### src/rtl/rename_free_list_ctrl.sv
// Rename controller: owns the physical-register free list, drives RAT remap/overwrite,
// and recovers from flush by restoring the RAT and rescanning every physical tag.
module rename_free_list_ctrl #(
    parameter int unsigned ARCH_REGS = 32,
    parameter int unsigned PHYS_REGS = 64,
    parameter int unsigned PTAG_W    = $clog2(PHYS_REGS),
    parameter int unsigned AREG_W    = $clog2(ARCH_REGS),
    parameter int unsigned CNT_W     = $clog2(PHYS_REGS - ARCH_REGS) + 1
) (
    input  logic                              i_clk,
    input  logic                              i_reset,
    input  logic                              i_stall,
    input  logic                              i_rn_valid,
    input  logic                              i_rn_has_dest,
    input  logic [AREG_W-1:0]                 i_rn_dest,
    output logic                              o_rn_ready,
    output logic [PTAG_W-1:0]                 o_rn_new_tag,
    output logic [AREG_W-1:0]                 o_rat_reg_to_map,
    output logic [PTAG_W-1:0]                 o_rat_new_mapping,
    output logic                              o_rat_remap,
    input  logic                              i_cm_valid,
    input  logic [PTAG_W-1:0]                 i_cm_free_tag,
    input  logic                              i_flush,
    input  logic [ARCH_REGS-1:0][PTAG_W-1:0]  i_retire_map,
    output logic                              o_rat_overwrite,
    output logic [ARCH_REGS-1:0][PTAG_W-1:0]  o_rat_new_map,
    output logic                              o_busy,
    output logic [CNT_W-1:0]                  o_free_count
);

    localparam int unsigned FL_DEPTH = PHYS_REGS - ARCH_REGS;
    localparam int unsigned FL_IDX_W = $clog2(FL_DEPTH);

    typedef enum logic [1:0] {
        S_IDLE    = 2'd0,
        S_RESTORE = 2'd1,
        S_REBUILD = 2'd2
    } state_t;

    state_t                          r_state;
    state_t                          w_state_nxt;
    logic [FL_DEPTH-1:0][PTAG_W-1:0] r_entries;
    logic [FL_IDX_W-1:0]             r_head;
    logic [FL_IDX_W-1:0]             r_tail;
    logic [CNT_W-1:0]                r_count;
    logic [PTAG_W-1:0]               r_scan_idx;
    logic [PHYS_REGS-1:0]            r_used;
    logic [PHYS_REGS-1:0]            w_used;

    logic                            w_idle;
    logic                            w_rebuild_go;
    logic                            w_alloc;
    logic                            w_pop;
    logic                            w_cm_push;
    logic                            w_scan_push;
    logic                            w_push;
    logic [PTAG_W-1:0]               w_push_tag;

    // Tags referenced by the committed map are in use; everything else is free.
    always_comb begin
        w_used = '0;
        for (int unsigned a = 0; a < ARCH_REGS; a++) begin
            w_used[i_retire_map[a]] = 1'b1;
        end
    end

    // Rename/commit handshake and free-list push/pop selection.
    always_comb begin
        w_idle       = (r_state == S_IDLE);
        w_rebuild_go = (r_state == S_REBUILD) && !i_stall;
        w_alloc      = i_rn_valid && i_rn_has_dest && (i_rn_dest != '0);
        o_rn_ready   = !i_reset && w_idle && !i_stall && !i_flush &&
                       (!w_alloc || (r_count != '0));
        w_pop        = i_rn_valid && o_rn_ready && w_alloc;
        w_cm_push    = !i_reset && w_idle && !i_stall && !i_flush && i_cm_valid;
        w_scan_push  = w_rebuild_go && !r_used[r_scan_idx];
        w_push       = w_cm_push || w_scan_push;
        w_push_tag   = w_scan_push ? r_scan_idx : i_cm_free_tag;

        o_rn_new_tag      = r_entries[r_head];
        o_rat_reg_to_map  = i_rn_dest;
        o_rat_new_mapping = r_entries[r_head];
        o_rat_remap       = w_pop;
        o_rat_overwrite   = !i_reset && (r_state == S_RESTORE) && !i_stall;
        o_rat_new_map     = i_retire_map;
        o_busy            = !w_idle;
        o_free_count      = r_count;
    end

    // Recovery sequencing; a flush anywhere restarts from RESTORE.
    always_comb begin
        w_state_nxt = r_state;
        if (i_flush) begin
            w_state_nxt = S_RESTORE;
        end else begin
            case (r_state)
                S_RESTORE: if (!i_stall) w_state_nxt = S_REBUILD;
                S_REBUILD: if (w_rebuild_go && (r_scan_idx == PTAG_W'(PHYS_REGS - 1)))
                               w_state_nxt = S_IDLE;
                default:   w_state_nxt = S_IDLE;
            endcase
        end
    end

    always_ff @(posedge i_clk) begin
        if (i_reset) r_state <= S_IDLE;
        else         r_state <= w_state_nxt;
    end

    // Free-list storage; a freed tag lands at the tail and is never bypassed to the head.
    always_ff @(posedge i_clk) begin
        if (i_reset) begin
            for (int unsigned i = 0; i < FL_DEPTH; i++) begin
                r_entries[i] <= PTAG_W'(ARCH_REGS + i);
            end
            r_head     <= '0;
            r_tail     <= '0;
            r_count    <= CNT_W'(FL_DEPTH);
            r_scan_idx <= '0;
            r_used     <= '0;
        end else if (i_flush) begin
            r_head     <= '0;
            r_tail     <= '0;
            r_count    <= '0;
            r_scan_idx <= '0;
            r_used     <= w_used;
        end else begin
            if (w_push) begin
                r_entries[r_tail] <= w_push_tag;
                r_tail            <= r_tail + FL_IDX_W'(1);
            end
            if (w_pop) begin
                r_head <= r_head + FL_IDX_W'(1);
            end
            if (w_push && !w_pop) begin
                r_count <= r_count + CNT_W'(1);
            end else if (w_pop && !w_push) begin
                r_count <= r_count - CNT_W'(1);
            end
            if (w_rebuild_go) begin
                r_scan_idx <= r_scan_idx + PTAG_W'(1);
            end
        end
    end

    // Freeing an architectural-reset tag or pushing into a full list is illegal.
    a_cm_legal: assert property (@(posedge i_clk) disable iff (i_reset)
        w_cm_push |-> ((i_cm_free_tag >= PTAG_W'(ARCH_REGS)) && (r_count < CNT_W'(FL_DEPTH))));

endmodule

### config.mk
export PLATFORM = sky130hd
export DESIGN_NAME = rename_free_list_ctrl
export DESIGN_NICKNAME = d
export VERILOG_FILES = /design/src/rtl/rename_free_list_ctrl.sv
export SDC_FILE = /design/constraint.sdc
export NUM_CORES = 2
export LEC_CHECK = 0
export ABC_AREA = 1
export BUFFER_PORTS_ARGS = -buffer_cell sky130_fd_sc_hd__buf_2
export CAP_MARGIN = 20
export CORE_MARGIN = 8
export CORE_UTILIZATION = 25
export DETAILED_ROUTE_END_ITERATION = 8
export PLACE_DENSITY = 0.47
export SYNTH_ARGS = -nofsm -noshare
export SYNTH_HDL_FRONTEND = slang
export SYNTH_SLANG_ARGS = --single-unit
export TNS_END_PERCENT = 30
### constraint.sdc
create_clock -name i_clk -period 3 [get_ports i_clk]
set_input_delay 0 -clock i_clk [delete_from_list [all_inputs] [get_ports i_clk]]
set_output_delay 0 -clock i_clk [all_outputs]
set_load 0.05 [all_outputs]
After elaboration in Yosys (flattened, before gate mapping)
Cells that the tools add are included.

Output and inout bits: 219. Register bits: 280. Input bits: 210. Logic and storage cells: 299.

Add/sub/neg operators: 5. Reductions and logical operators: 68. Equal/unequal tests: 7. $lt $le $gt $ge: 68. Bitwise operators: 32. Muxes and demuxes: 79.

Operators by type and width (count): $or A64 B64 Y64 (31); $lt A6 B7 Y1 const B (33); $bwmux W192 (1); $demux W1 S6 (32); $ge A6 B1 Y1 const B (32); $logic_and A1 B1 Y1 (49); $mux W6 (6); $mux W1 (34); $bmux W6 S5 (1); $demux W6 S5 (1); $add A6 B1 Y6 const B (2); $lt A5 B6 Y1 const B (2); $add A5 B1 Y5 const B (2); $logic_not A1 Y1 (8); $bmux W1 S6 (1); $eq A6 B6 Y1 const B (1); $reduce_and A2 Y1 (3); $reduce_bool A6 Y1 (1); $sub A6 B1 Y6 const B (1); $ge A5 B1 Y1 const B (1); $reduce_bool A5 Y1 (1); $mux W2 (2); $pmux W2 S2 (1); $ne A3 B2 Y1 const B (1); 11 further kinds (12).

Depth between registers and ports, before layout
Depth after elaboration: 35. Gate-level depth with buffers: 27. Depth with buffers taken out: 23.

Least setup slack after synthesis
No wires, ideal clock.

Path kind: reg2reg. From: register r_scan_idx[0]. To: register r_count[5], in the netlist o_free_count[5]. Library setup time: 0.134 ns. Cell stages (with the launch flop): 26. Path slack: -0.142 ns. Buffers on the path: 4. Data arrival time: 3.008 ns. Path through: dfxtp_1 -> buf_6 -> buf_4 -> o21ai_0 -> nand2_1 -> a21oi_1 -> nor2_1 -> nand2_1 -> nand3_2 -> nand3_4 -> nand2_4 -> buf_6 -> buf_6 -> ha_1 -> inv_1 -> ha_1 -> nand2_1 -> nand2_1 -> a21oi_1 -> nor2_1 -> nor2_1 -> inv_1 -> a21oi_1 -> xnor2_1 -> o211ai_1 -> nand3_1.

Cells in the longest elaborated chain, start to end: 8. Elaborated cells on any way between the ends: 11.

Ends and longest elaborated chain: start, declared (line 46) `logic [PTAG_W-1:0] r_scan_idx;`; start signal, assigned (line 141) `r_scan_idx <= r_scan_idx + PTAG_W'(1);`; $bmux W1 S6 (*) (line 76) `w_scan_push = w_rebuild_go && !r_used[r_scan_idx];`; $mux W1 (not written as such) (*) (line 76); $logic_not A1 Y1 (*) (line 76); $logic_and A1 B1 Y1 (*) (line 76); $logic_or A1 B1 Y1 (*) (line 77) `w_push = w_cm_push || w_scan_push;`; via w_push (line 56) `logic w_push;`; $logic_and A1 B1 Y1 / $logic_not A1 Y1 (equally long branches) (line 135, 137); $mux W6 / $logic_and A1 B1 Y1 (equally long branches) (line 135, 137); $mux W6 / $reduce_bool A3 Y1 (equally long branches); end signal, assigned (line 118) `r_count <= CNT_W'(FL_DEPTH);`; end signal, assigned (line 136) `r_count <= r_count + CNT_W'(1);`; end signal, assigned (line 138) `r_count <= r_count - CNT_W'(1);`; end, declared (line 45) `logic [CNT_W-1:0] r_count;`.

The timed path passes the listed nets; every way through them passes the cells marked *. The select of a mux whose other input is x is not followed. A chain may end at the register's enable or synchronous reset.

Worst setup path after layout
From: register r_scan_idx[0]. To: register r_count[5], in the netlist o_free_count[5].

Cells in the longest elaborated chain, start to end: 8. Elaborated cells on any way between the ends: 11.

Ends and longest elaborated chain (line): $bmux W1 S6 (*) (76); $mux W1 (not written as such) (*) (76); $logic_not A1 Y1 (*) (76); $logic_and A1 B1 Y1 (*) (76); $logic_or A1 B1 Y1 (*) (77); $logic_and A1 B1 Y1 / $logic_not A1 Y1 (equally long branches) (135, 137); $mux W6 / $logic_and A1 B1 Y1 (equally long branches) (135, 137); $mux W6 / $reduce_bool A3 Y1 (equally long branches).

Every way passes the cells marked *; elsewhere a longest branch is shown, timed or not. The select of a mux whose other input is x is not followed.

==> impl_metrics.ini <==
[worst_setup_path]
reg2regPathDepth = 23
worstPathArrival_ns = 3.47
criticalPathCategory = reg -> reg
cp-start-kind = flip-flop
critPathCaptureType = flip-flop
crit_fanout = 8
cp.required_ns = 3.49

[yosys]
synth_compound_area_frac = 0.250
synth_fa_ha_area_frac = 0.00559
synthMuxAreaShare = 0
yosysTopAreaCell = dfxtp_1
synthCells = 5286
synth_top_family_by_area = simple AND/OR/NAND/NOR gates
synth_cell_types = 51
ys_seq_area_frac = 0.184
synthArstFlopShare = 0
synth_xor_area_frac = 0.00144
synth-seq-cells = 280
synth-simple-area-share = 0.395
syn_avg_cell_area_um2 = 5.76
ys_top_cells_by_area = dfxtp_1 (18%), nand2_1 (15%), inv_1 (9.2%)
synth_top_area_share = 0.184
synth_area_mm2 = 0.0304
synth_edf_count = 0
dominantRegCellSynth = dfxtp_1
synth.net_count = 5509
synth_warnings = 0

[cells_and_area]
utilization = 0.334
mostFrequentLayoutCell = nand2_1
drive_above_1_share = 0.224
final_cells = 7871
final_cell_area_mm2 = 0.0404
fin_nets = 6420
syn_to_final_growth_pct = 32.9
fillers = 13800
mostFrequentLayoutCells = nand2_1 (1197), buf_4 (744), inv_1 (741)

[sta]
drv_slew = 0
max_freq_ghz = 0.335
fin_crit_ns = 2.98
hold_viol = 0
setup_viol = 0
fin_skew_ns = 0.0150
rsz0062_at_grt = true
slew-limit-headroom = 0.145
period_share = 0.995
tightest_slew_ns = 1.28
fin_ws_ns = 0.0164

[global_route]
grt_max_degree = 100
gr-total-overflow = 0
grt_pass1_wl_um = 409000
grt_antenna_before_repair = 46
grt_pass1_vias = 44200
grtUsageTotal = 0.450

[run]
maxCapViolations = 0

[placement]
routabilityCongestion = 1.16
place_ws_ns = 0.0187
post-place-cells = 7766
io_buffers = 428
placed_area_mm2 = 0.0389
place_hpwl_um = 264000

[clock_tree]
tritoncts = built
cts_sinks = 280
clock-root-buffer = clkbuf_16
cts_buffer_depth = 3
clk_latency_ns = 0.62
path_clk_slew_ns = 0.07
numCtsBuffers = 30
htreeDepth = 1

[floorplan]
die_h_um = 365
die_w_um = 365
ioPinCount = 429
initial_utilization = 0.251
placementRows = 128
dieArea_mm2 = 0.133
core_region_area_mm2 = 0.121

[route]
drc = 0
dr.first_iter.drc_count = 8335
dr.pass1.iters = 9
drt-total-wl_um = 316000
wl_per_cell_um = 40.2
via_per_inst = 6.16
ant_nets = 0
vias = 48500

[power]
ir_drop_mv = 0.477
p_leak_uw = 0.0180
total_power_uw = 13600
power_density_mw_per_mm2 = 336

[hold_path]
holdPathStages = 6
hold_path.class = in -> reg

[outcome]
outcome = complete, no violations
## critical path, stage by stage, from the launching register on
cell and delay, ns:
dfxtp_4 0.36, buf_12 0.15, buf_8 0.14, nand2_1 0.06
nand3_1 0.10, a21oi_2 0.17, nor2_2 0.06, nand2_2 0.08
nand3_2 0.11, nand3_4 0.17, nand2_4 0.08, ha_4 0.17
inv_4 0.07, ha_4 0.20, nand2_2 0.07, nand2_2 0.05
a21oi_2 0.15, nor2_1 0.07, nor2_1 0.11, inv_1 0.06
a21oi_2 0.15, xnor2_1 0.08, o211ai_1 0.08, nand3_1 0.10
## power by group
group,switching (uW),internal [uW]
combinational,4200,1370
clock,1850,2280
sequential,76.3,3800
## cell usage after synthesis (86+ instances only)
| cell type | number |
|---|---|
| nand2_1 | 1202 |
| inv_1 | 742 |
| nand3_1 | 539 |
| nor2_1 | 516 |
| dfxtp_1 | 280 |
| o21ai_0 | 279 |
| nor3_1 | 260 |
| o22ai_1 | 248 |
| buf_4 | 207 |
| o2111ai_1 | 173 |
| a21oi_1 | 133 |
| nor4_1 | 121 |
| clkbuf_1 | 86 |
## final cells by class
cell class	instances	area, um2	area share
diodes	25	62.6	0.00155
clock buffers	39	845	0.0209
clock inverters	17	213	0.00526
inverters	756	2860	0.0706
multi-input cells	3911	20300	0.502
flip-flops and latches	280	5610	0.139
well taps	1625	2030	0.0503
repair buffers	1218	8510	0.210
## stage by stage
stage          hold WS (ns)  TNS (ns)
5_1_grt              0.0542     -5.68
6_report             0.0546         0
3_5_place_dp          0.305         0
4_1_cts              0.0137         0
2_1_floorplan         0.143         0
3_3_place_gp          0.302   -0.0542
## sequential cells by signal, indices dropped and copies added, names as in the netlist
| name | flops |
|---|---|
| r_tail | 5 |
| r_head | 5 |
| r_state | 2 |
| o_free_count | 6 |
| r_used | 64 |
| r_scan_idx | 6 |
| r_entries | 192 |
## logic make-up after synthesis
logic type	after synthesis
xor+xnor	5
fa+ha+maj	13
compound gates	1150
simple gates	2743
buf+inv	1095
flops	280
## timing repair
action / in CTS / in global routing
setup endpoints to repair: 2 / 118
gates resized for setup: 1 / 38
endpoints found under the hold margin: 87 / 0
pin swaps: 0 / 37
hold buffers: 12 / 0
gates cloned: 0 / 3
setup buffers: 0 / 5
## worst paths after layout
| kind | startpoint | endpoint | slack (ns) |
|---|---|---|---|
| max | r_scan_idx[0] | o_free_count[5] | 0.02 |
| min | i_cm_free_tag[1] | r_entries[181] | 0.05 |
| max reg2reg | r_scan_idx[0] | o_free_count[5] | 0.02 |
| min reg2reg | r_entries[78] | r_entries[78] | 0.46 |
## routing by layer
layer | GRT usage | share of wire | wire length, um | vias up
li1 | - | - | - | 20100
met1 | 0.582 | 0.40 | 127000 | 23400
met2 | 0.599 | 0.37 | 118000 | 4103
met3 | 0.186 | 0.14 | 43300 | 910
met4 | 0.305 | 0.086 | 27100 | 30
met5 | 0 | 0.00074 | 233 | -
Note: power is estimated with default switching activity, not from simulation.
